$ cat src/rtl/memory_adaptor.sv
// Byte-wide RAM/IO bus adaptor serving the instruction fetcher and the load/store unit.
// Each access is split into 1, 2 or 4 little-endian byte transfers; data wins arbitration.
module memory_adaptor #(
    parameter logic [1:0] IO_HI_SEL = 2'b11
) (
    input  logic        clk_in,
    input  logic        rst_in,
    input  logic        rdy_in,
    input  logic        flush_pipline,
    input  logic        request_ins_from_memory_adaptor,
    input  logic [31:0] insaddr_to_be_fetched_from_memory_adaptor,
    output logic [31:0] ins_fetched_from_memory_adaptor,
    output logic [1:0]  status_of_memory_adaptor,
    input  logic        data_request,
    input  logic        data_is_write,
    input  logic [1:0]  data_size,
    input  logic [31:0] data_addr,
    input  logic [31:0] data_wdata,
    output logic [31:0] data_rdata,
    output logic        data_done,
    input  logic [7:0]  mem_din,
    output logic [7:0]  mem_dout,
    output logic [31:0] mem_a,
    output logic        mem_wr,
    input  logic        io_buffer_full
);

    typedef enum logic [2:0] {IDLE, INS, DREAD, DWRITE, INS_DONE, D_DONE} state_t;

    state_t      state_reg;
    logic [31:0] base_reg;
    logic [31:0] wdata_reg;
    logic [31:0] mem_a_reg;
    logic [31:0] ins_reg;
    logic [31:0] rdata_reg;
    logic [7:0]  dout_reg;
    logic [2:0]  nbytes_reg;
    logic [2:0]  cyc_reg;
    logic        io_sel_reg;
    logic        done_reg;

    logic [2:0]  size_bytes;
    logic [2:0]  cyc_inc;
    logic [1:0]  rd_lane;
    logic [1:0]  wr_lane;
    logic        wr_fire;

    // A write strobe is suppressed combinationally so the IO sink never sees a byte it cannot take.
    assign wr_fire = (state_reg == DWRITE) && rdy_in && !(io_sel_reg && io_buffer_full);
    assign cyc_inc = cyc_reg + 3'd1;
    assign rd_lane = cyc_reg[1:0] - 2'd2;
    assign wr_lane = cyc_inc[1:0];

    always_comb begin
        case (data_size)
            2'd0:    size_bytes = 3'd1;
            2'd1:    size_bytes = 3'd2;
            default: size_bytes = 3'd4;
        endcase
    end

    always_comb begin
        status_of_memory_adaptor = 2'b00;
        case (state_reg)
            INS:                   status_of_memory_adaptor = 2'b01;
            INS_DONE:              status_of_memory_adaptor = 2'b10;
            DREAD, DWRITE, D_DONE: status_of_memory_adaptor = 2'b11;
            default:               status_of_memory_adaptor = 2'b00;
        endcase
    end

    always_ff @(posedge clk_in) begin
        if (rst_in) begin
            state_reg  <= IDLE;
            base_reg   <= '0;
            wdata_reg  <= '0;
            mem_a_reg  <= '0;
            ins_reg    <= '0;
            rdata_reg  <= '0;
            dout_reg   <= '0;
            nbytes_reg <= '0;
            cyc_reg    <= '0;
            io_sel_reg <= 1'b0;
            done_reg   <= 1'b0;
        end else if (rdy_in) begin
            case (state_reg)
                IDLE: begin
                    done_reg  <= 1'b0;
                    mem_a_reg <= '0;
                    if (data_request) begin
                        base_reg   <= data_addr;
                        wdata_reg  <= data_wdata;
                        nbytes_reg <= size_bytes;
                        io_sel_reg <= (data_addr[17:16] == IO_HI_SEL);
                        mem_a_reg  <= data_addr;
                        if (data_is_write) begin
                            state_reg <= DWRITE;
                            cyc_reg   <= 3'd0;
                            dout_reg  <= data_wdata[7:0];
                        end else begin
                            state_reg <= DREAD;
                            cyc_reg   <= 3'd1;
                            rdata_reg <= '0;
                        end
                    end else if (request_ins_from_memory_adaptor && !flush_pipline) begin
                        state_reg  <= INS;
                        base_reg   <= insaddr_to_be_fetched_from_memory_adaptor;
                        nbytes_reg <= 3'd4;
                        cyc_reg    <= 3'd1;
                        mem_a_reg  <= insaddr_to_be_fetched_from_memory_adaptor;
                    end
                end
                INS, DREAD: begin
                    if (state_reg == INS && flush_pipline) begin
                        state_reg <= IDLE;
                        mem_a_reg <= '0;
                    end else begin
                        // cyc_reg counts cycles since acceptance; the byte on mem_din lags its address by one.
                        if (cyc_reg >= 3'd2) begin
                            if (state_reg == INS)
                                ins_reg[{rd_lane, 3'b000} +: 8] <= mem_din;
                            else
                                rdata_reg[{rd_lane, 3'b000} +: 8] <= mem_din;
                        end
                        mem_a_reg <= (cyc_reg < nbytes_reg) ? base_reg + {29'd0, cyc_reg} : '0;
                        if (cyc_reg == nbytes_reg + 3'd1) begin
                            state_reg <= (state_reg == INS) ? INS_DONE : D_DONE;
                            done_reg  <= (state_reg == DREAD);
                        end
                        cyc_reg <= cyc_inc;
                    end
                end
                DWRITE: begin
                    if (wr_fire) begin
                        if (cyc_inc < nbytes_reg) begin
                            cyc_reg   <= cyc_inc;
                            mem_a_reg <= base_reg + {29'd0, cyc_inc};
                            dout_reg  <= wdata_reg[{wr_lane, 3'b000} +: 8];
                        end else begin
                            state_reg <= D_DONE;
                            done_reg  <= 1'b1;
                            mem_a_reg <= '0;
                        end
                    end
                end
                default: begin
                    state_reg <= IDLE;
                    done_reg  <= 1'b0;
                    mem_a_reg <= '0;
                end
            endcase
        end
    end

    assign ins_fetched_from_memory_adaptor = ins_reg;
    assign data_rdata = rdata_reg;
    assign data_done  = done_reg;
    assign mem_a      = mem_a_reg;
    assign mem_dout   = dout_reg;
    assign mem_wr     = wr_fire;

endmodule
$ cat config.mk
export PLATFORM = sky130hd
export DESIGN_NAME = memory_adaptor
export DESIGN_NICKNAME = d
export VERILOG_FILES = /design/src/rtl/memory_adaptor.sv
export SDC_FILE = /design/constraint.sdc
export NUM_CORES = 1
export LEC_CHECK = 0
export BUFFER_PORTS_ARGS = -buffer_cell sky130_fd_sc_hd__buf_2
export CAP_MARGIN = 0
export CORE_ASPECT_RATIO = 1.4
export CORE_MARGIN = 5
export CORE_UTILIZATION = 39
export CTS_BUF_LIST = sky130_fd_sc_hd__clkbuf_4
export DETAILED_ROUTE_END_ITERATION = 8
export PLACE_DENSITY_LB_ADDON = 0.08
export SYNTH_ARGS = -nofsm -noshare
export SYNTH_HDL_FRONTEND = slang
export SYNTH_SLANG_ARGS = --single-unit
$ cat constraint.sdc
create_clock -name clk_in -period 3.8 [get_ports clk_in]
set_input_delay 0.76 -clock clk_in [delete_from_list [all_inputs] [get_ports clk_in]]
set_output_delay 0.76 -clock clk_in [all_outputs]
set_load 0.005 [all_outputs]
==> results.toml, run 1 <==
[status]
outcome = "finished, final reports clean"

[detailed_routing]
vias = 9150
drc_errors = 0
dr_wl_met2_um = 16330
postRouteAntennaNets = 0
wl_per_cell_um = 19.89
wl_met3_um = 2012
wl_met1_um = 13080
firstDrtPassIters = 8
routed.top_layer = "met5"
wirelength_um = 32430
drtIter0Drc = 576
vias_per_cell = 5.610

[final_layout]
drive_gt1_share_pct = 23.56
final_common_cell = "buf_2"
final_nets = 1442
area_delta_synth_final_pct = 16.91
final_cell_mix = "buf_2 (220), dfxtp_1 (179), nand2_1 (160)"
n_fill_cell = 2485

[global_routing]
grt_max_degree = 145
track_usage_pct = 23.38
grt_pass1_wl_um = 50690
antenna_found_initial = 3
grt_pass1_vias = 9021
grt_overflow = 0

[sta]
timing.final.max_slew_violations = 0
rsz0062_at_grt = "no"
max_slew_margin_pct = 43.69
tightest_slew_ns = 0.8383
fin_ws_ns = 0.4909
setup_violations = 0
period_share_pct = 87.08
layout_min_cycle_time_ns = 3.309
hold_violations = 0
skew_ns = 0.03287
max_freq_ghz = 0.3022
setup_tns_ns = 0

[power_and_ir_drop]
leakage_nw = 4.448
ir_drop_mv = 0.2941
power_density_nw_per_um2 = 383.1

[setup_path]
r2r_slack_ns = 0.49
path_class = "flip-flop to flip-flop"
max_stage_delay_ns = 0.72
crit_slowest_cell = "and3_1"
endpoint_kind = "flip-flop"
cp_data_required_time_ns = 4.33
critPathMaxFanout = 17
arrival_ns = 3.84
startpoint_type = "flip-flop"
crit_top_cell = "ha_1"
crit_chain = "ha_1 > xor2_1 > ha_1 > a21oi_1 > and3_1 > buf_4 > nand2_1 > mux2i_1 > a311oi_1 > a221oi_1"

[place]
io_buffers = 221
place.gp.congestion = 0.9047
hpwl_um = 24010
place_ws_ns = 0.5397

[floorplan]
dieWidth_um = 140.9
coreArea_um2 = 23810
start_util_pct = 39.28
fp.dieArea_um2 = 27220
io_pins = 222
rows = 67
die_height_um = 193.2

[yosys]
synth_seq_cells = 179
synth_top_flop_cell = "dfxtp_1"
syn_nets = 1271
postSynthCellCount = 1136
synthArstFlopShare_pct = 0
synth_edf_count = 0
syn-cell-area_um2 = 9351
ys_seq_area_share_pct = 38.32
synthDistinctLibCells = 74
ys_warn_count = 0
syn_avg_cell_area_um2 = 8.232

[clocking]
cts.htree.levels = 4
path_clk_slew_ns = 0.17
cts_made_buffers = 17
ctsHoldBuffers = 0
clock_latency_ns = 0.61
root_buffer = "clkbuf_4"
cts_resized = 0
cts_tree = "built"
post_cts_buffers = 0
cts_sinks = 179
clock_path_buffers = 2

[min_path]
min_path_type = "input port to flip-flop"

[job]
drv_cap = 0
-- worst max-delay path: cells and delay by family (launching register included) --
family	cells	cell delay, ns
and+or+nand+nor	2	0.78
adders and majority gates	2	0.65
AOI/OAI and AO/OA	3	0.54
DFF	1	0.53
muxes	1	0.13
xor gates and xnor gates	1	0.31
buffers and inverters	1	0.30
-- layer usage --
| metal | track usage (%) | vias up |
|---|---|---|
| met1 | 28.02 | 4300 |
| met5 | 0 | - |
| li1 | - | 4489 |
| met4 | 8.079 | 4 |
| met3 | 5.680 | 61 |
| met2 | 40.64 | 296 |
-- metrics by stage --
| stage | instances | hold slack [ns] | utilization, % | power, mW | instance area [um2] |
|---|---|---|---|---|---|
| after CTS | 1630 | 0.3209 | 45.91 | 4.244 | 10930 |
| final | 1631 | 0.3730 | 45.92 | 4.188 | 10930 |
| after global placement | 1598 | 0.4371 | 44.79 | 3.149 | 10660 |
| after floorplan | 1136 | 0.4331 | - | 2.776 | 9351 |
| after detailed placement | 1598 | 0.4394 | 44.79 | 3.158 | 10660 |
| after global routing | 1631 | 0.3192 | 45.92 | 4.426 | 10930 |
-- cell usage after synthesis (7+ instances only) --
cell | n | share of area [%]
mux4_2 | 8 | 1.9
a22oi_1 | 64 | 5.1
o22ai_1 | 9 | 0.60
dfxtp_1 | 179 | 38
a311oi_1 | 11 | 1.0
buf_1 | 12 | 0.48
nand2_1 | 160 | 6.4
nor2b_1 | 10 | 0.67
buf_2 | 29 | 1.6
o211ai_1 | 10 | 0.80
a22o_1 | 10 | 0.94
a221oi_1 | 14 | 1.3
a21oi_1 | 81 | 4.3
nor2_1 | 134 | 5.4
and3_1 | 13 | 0.87
o21ai_0 | 25 | 1.3
inv_1 | 16 | 0.64
nand3_1 | 39 | 2.1
a211oi_1 | 39 | 3.1
ha_1 | 19 | 2.5
nor3_1 | 27 | 1.4
o21ai_1 | 7 | 0.37
nor4_1 | 11 | 0.74
xor2_1 | 18 | 1.7
xnor2_1 | 7 | 0.66
clkbuf_1 | 47 | 1.9
mux2i_1 | 37 | 4.0
-- report_power, final --
group	total [mW]	switching, mW	internal, mW
combinational	0.962	0.585	0.378
sequential	2.15	0.152	2.00
clock	1.08	0.726	0.351
-- worst paths after layout --
| kind | endpoint | startpoint | depth (start not counted) |
|---|---|---|---|
| setup reg to reg | mem_a[27] | cyc_reg[1] | 10 |
| setup / recovery | mem_a[27] | cyc_reg[1] | 10 |
| hold / removal | wdata_reg[18] | data_wdata[18] | 3 |
| hold reg to reg | ins_fetched_from_memory_adaptor[12] | ins_fetched_from_memory_adaptor[12] | 2 |
-- cell type report --
class,instances,area [um2],share of cell area [%]
Timing Repair Buffer,242,1291,11.81
Tap cell,310,387.9,3.548
Clock inverter,13,125.1,1.144
Antenna cell,1,2.502,0.02289
Sequential cell,179,3583,32.78
Inverter,16,60.06,0.5493
Clock buffer,19,142.6,1.305
Multi-Input combinational cell,851,5340,48.84
-- kinds of logic (layout without fill, tap and decap cells) --
family / Yosys count / in the layout / synth area share, %
adder cells (fa/ha/maj): 21 / 21 / 2.970
XOR/XNOR: 26 / 26 / 2.596
flip-flops: 179 / 179 / 38.32
other: 0 / 1 / 0
multiplexers: 48 / 48 / 6.248
AO/OA/AOI/OAI: 309 / 309 / 22.72
AND/OR/NAND/NOR: 447 / 447 / 22.42
buffers and inverters: 106 / 290 / 4.723
Power figures use the tool's default switching activity.
==> run 2: changes to the inputs <==
--- a/config.mk
+++ b/config.mk
@@ -9,8 +9,9 @@
 export CAP_MARGIN = 0
 export CORE_ASPECT_RATIO = 1.4
 export CORE_MARGIN = 5
-export CORE_UTILIZATION = 39
+export CORE_UTILIZATION = 55
 export CTS_BUF_LIST = sky130_fd_sc_hd__clkbuf_4
+export CTS_CLUSTER_SIZE = 10
 export DETAILED_ROUTE_END_ITERATION = 8
 export PLACE_DENSITY_LB_ADDON = 0.08
 export SYNTH_ARGS = -nofsm -noshare
==> results.toml, run 2 (synthesis results as in run 1) <==
[status]
outcome = "finished, final reports clean"

[min_path]
min_path_type = "input port to flip-flop"
min_from = "data_wdata[11]"

[global_routing]
grt_overflow = 0
track_usage_pct = 29.92
grt_max_degree = 101
grt_pass1_vias = 8834
grt_pass1_wl_um = 46860
antenna_found_initial = 3

[clocking]
ctsHoldBuffers = 0
clock_latency_ns = 0.60
cts_resized = 0
clock_path_buffers = 2
cts.htree.levels = 4
cts_made_buffers = 17
cts_tree = "built"
post_cts_buffers = 0
root_buffer = "clkbuf_4"
path_clk_slew_ns = 0.18
cts_sinks = 179

[setup_path]
crit_chain = "ha_1 > xor2_1 > ha_1 > nor2b_1 > o211ai_1 > nor2_1 > xor2_1 > a222oi_1 > a211oi_1"
path_class = "flip-flop to flip-flop"
cp_data_required_time_ns = 4.24
crit_slowest_cell = "o211ai_1"
crit_end = "mem_a[16]"
cp-startpoint = "cyc_reg[1]"
startpoint_type = "flip-flop"
worstReg2RegEnd = "mem_a[16]"
r2r_start = "cyc_reg[1]"
endpoint_kind = "flip-flop"
critPathMaxFanout = 8
rr_worst_depth = 9
arrival_ns = 3.60
max_stage_delay_ns = 0.63
r2r_slack_ns = 0.64

[sta]
period_share_pct = 83.22
layout_min_cycle_time_ns = 3.162
max_freq_ghz = 0.3162
max_slew_margin_pct = 30.79
skew_ns = 0.02899
rsz0062_at_grt = "no"
setup_tns_ns = 0
setup_violations = 0
hold_violations = 0
timing.final.max_slew_violations = 0
tightest_slew_ns = 1.038

[final_layout]
area_delta_synth_final_pct = 15.39
final_common_cell = "buf_2"
n_fill_cell = 1517
multiInputGateArea_um2 = 5340
seq_area_um2 = 3583
final_cell_mix = "buf_2 (220), dfxtp_1 (179), nand2_1 (160)"
final_nets = 1441
drive_gt1_share_pct = 23.52

[floorplan]
coreArea_um2 = 16750
io_pins = 222
fp.dieArea_um2 = 19750
dieWidth_um = 120.2
rows = 56
start_util_pct = 55.84
die_height_um = 164.3

[detailed_routing]
drtIter0Drc = 736
firstDrtPassIters = 6
vias_per_cell = 6.101
vias = 9292
wl_per_cell_um = 19.66
postRouteAntennaNets = 0
wirelength_um = 29940
drc_errors = 0

[power_and_ir_drop]
ir_drop_mv = 0.3406
leakage_nw = 4.439
power_mw = 4.170
power_density_nw_per_um2 = 386.5

[job]
drv_cap = 0

[place]
place.gp.congestion = 0.9460
hpwl_um = 22010
io_buffers = 221
[run 2: worst min path at each step]
stage               endpoint  slack (ns)  cells after the start
6_report       wdata_reg[11]        0.37                      3
5_1_grt        wdata_reg[11]        0.32                      3
4_1_cts        wdata_reg[29]        0.34                      3
3_5_place_dp       mem_a[21]        0.44                      2
3_3_place_gp       mem_a[23]        0.43                      2
2_1_floorplan   wdata_reg[0]        0.43                      2
[run 2: worst max-delay path, delay by kind of cell, from the launching register on]
family,cells,cell delay (ns)
fa+ha+maj,2,0.65
compound gates,3,1.11
xor+xnor,2,0.41
flops,1,0.52
simple gates,2,0.33
[run 2: cell type report]
cell class / instances / share of cell area [%]
diodes: 2 / 0.04638
clock buffers: 17 / 1.183
clock inverters: 14 / 1.496
inverters: 16 / 0.5566
multi-input cells: 851 / 49.49
flip-flops and latches: 179 / 33.21
well taps: 203 / 2.354
repair buffers: 241 / 11.67
[run 2: where the power goes]
part	internal [mW]	leakage [nW]	switching, mW
logic	0.366	2.83	0.571
clock network	0.302	0.152	0.787
registers	2.00	1.46	0.146
[run 2: per-layer routing]
metal / vias to the layer above / GRT usage [%] / routed length [um]
li1: 4472 / - / -
met3: 86 / 7.234 / 2110
met1: 4372 / 35.18 / 11590
met2: 360 / 51.14 / 15010
met4: 2 / 14.33 / 1221
met5: - / 0 / 13
[run 2: per-stage QoR]
step,setup WS (ns),area [um2],util [%],hold slack (ns),std cells
after floorplan,1.022,9351,-,0.4331,1136
after global placement,0.7824,10500,62.68,0.4331,1490
after detailed placement,0.6882,10500,62.68,0.4381,1490
after CTS,0.6638,10790,64.41,0.3395,1521
after global routing,0.4380,10790,64.44,0.3193,1523
final,0.6377,10790,64.44,0.3683,1523
==> run 3: changes to the inputs <==
==> constraint.sdc (replaced) <==
create_clock -name clk_in -period 2.96 [get_ports clk_in]
set_input_delay 0.592 -clock clk_in [delete_from_list [all_inputs] [get_ports clk_in]]
set_output_delay 0.592 -clock clk_in [all_outputs]
set_load 0.005 [all_outputs]
==> results.toml, run 3 (synthesis results as in run 1) <==
[status]
outcome = "finished, final reports clean"

[final_layout]
final_nets = 1464
layout.cells.non_filler = 1547
finish.instance_area_um2 = 11040
drive_gt1_share_pct = 25.19
final_common_cell = "buf_2"
postLayoutCoreUtil_pct = 65.93
area_delta_synth_final_pct = 18.06
final_cell_mix = "buf_2 (220), dfxtp_1 (178), nand2_1 (160)"

[clocking]
root_buffer = "clkbuf_4"
cts_sinks = 179
clock_latency_ns = 0.63
clock_path_buffers = 2
ctsHoldBuffers = 0
cts_tree = "built"
path_clk_slew_ns = 0.17
cts_made_buffers = 17
cts.htree.levels = 4

[detailed_routing]
drtIter0Drc = 618
vias_per_cell = 6.031
drc_errors = 0
postRouteAntennaNets = 0
wirelength_um = 30110
firstDrtPassIters = 5
wl_per_cell_um = 19.46
vias = 9330

[setup_path]
startpoint_type = "flip-flop"
critPathMaxFanout = 5
endpoint_kind = "flip-flop"
path_class = "flip-flop to flip-flop"
cp_data_required_time_ns = 3.48
arrival_ns = 3.26

[sta]
setup_tns_ns = 0
tightest_slew_ns = 1.136
hold_violations = 0
whs_ns = 0.1827
max_freq_ghz = 0.3658
max_slew_margin_pct = 24.27
setup_violations = 0
fin_ws_ns = 0.2261
skew_ns = 0.02596
period_share_pct = 92.36
rsz0062_at_grt = "no"
timing.final.max_slew_violations = 0
layout_min_cycle_time_ns = 2.734

[job]
drv_cap = 0

[place]
dpl_cell_area_um2 = 10700
place.gp.congestion = 1.001
place_ws_ns = 0.1110
place_inst = 1511
hpwl_um = 22400
io_buffers = 221

[power_and_ir_drop]
p_clk_share_pct = 26.0
power_density_nw_per_um2 = 490.7
p_seq_share_pct = 50.5
switching_share_pct = 35.90
power_frac_comb_pct = 23.5
intPower_mw = 3.473
switchingPower_mw = 1.945
leakage_nw = 4.578
power_mw = 5.418
ir_drop_mv = 0.3146

[global_routing]
antenna_found_initial = 2
grt_overflow = 0
track_usage_pct = 30.00
grt_pass1_vias = 9048
grt_max_degree = 129
grt_pass1_wl_um = 47150

[floorplan]
dieWidth_um = 120.2
die_height_um = 164.3
start_util_pct = 55.84
rows = 56
fp.dieArea_um2 = 19750
coreArea_um2 = 16750
io_pins = 222

[min_path]
min_path_type = "input port to flip-flop"
[run 3: cell types whose count changed in the layout (fill, tap and decap cells not counted), sizes merged]
cell | previous run | this run
clkinv | 6 | 9
inv | 23 | 20
buf | 241 | 264
clkbuf | 17 | 18
[run 3: final timing paths]
path	endpoint	slack (ns)	from	cells past startpoint
max	mem_a[8]	0.23	cyc_reg[0]	11
min	wdata_reg[28]	0.18	data_wdata[28]	3
max reg2reg	mem_a[8]	0.23	cyc_reg[0]	11
min reg2reg	mem_a[1]	0.46	mem_a[1]	2
[run 3: worst max-delay path: stages, from the launching register on]
cell and delay, ns:
dfxtp_2 0.40, inv_1 0.06, ha_1 0.34, inv_1 0.11
fa_1 0.42, nor2b_1 0.20, o211ai_1 0.20, buf_4 0.19
a32oi_1 0.20, nor2_1 0.07, a221o_1 0.26, a22o_1 0.18
[run 3: layout make-up]
class,instances,area [um2]
Multi-Input combinational cell,851,5354
Clock buffer,18,135.1
Sequential cell,179,3585
Timing Repair Buffer,264,1481
Antenna cell,2,5.005
Fill cell,1511,5705
Tap cell,203,254.0
Inverter,16,60.06
Clock inverter,14,166.4
[run 3: per-layer routing]
metal / vias to the layer above / wire length [um] / track usage (%)
li1: 4533 / - / -
met5: - / 0 / 0
met2: 334 / 15080 / 53.08
met1: 4365 / 11620 / 34.10
met3: 98 / 2079 / 6.821
met4: 0 / 1330 / 14.23
[run 3: timing repair]
action                                  in CTS  in global routing
gates resized for setup                      0                  4
endpoints found under the setup margin       0                  8
buffers inserted                             0                  2
[run 3: power groups by stage]
stage | Clock, mW | Combinational [mW] | Sequential, mW
after floorplan | 0 | 0.841 | 2.72
after global placement | 0 | 1.25 | 2.78
after detailed placement | 0 | 1.26 | 2.78
after CTS | 1.43 | 1.27 | 2.73
after global routing | 1.52 | 1.40 | 2.76
final | 1.41 | 1.27 | 2.74
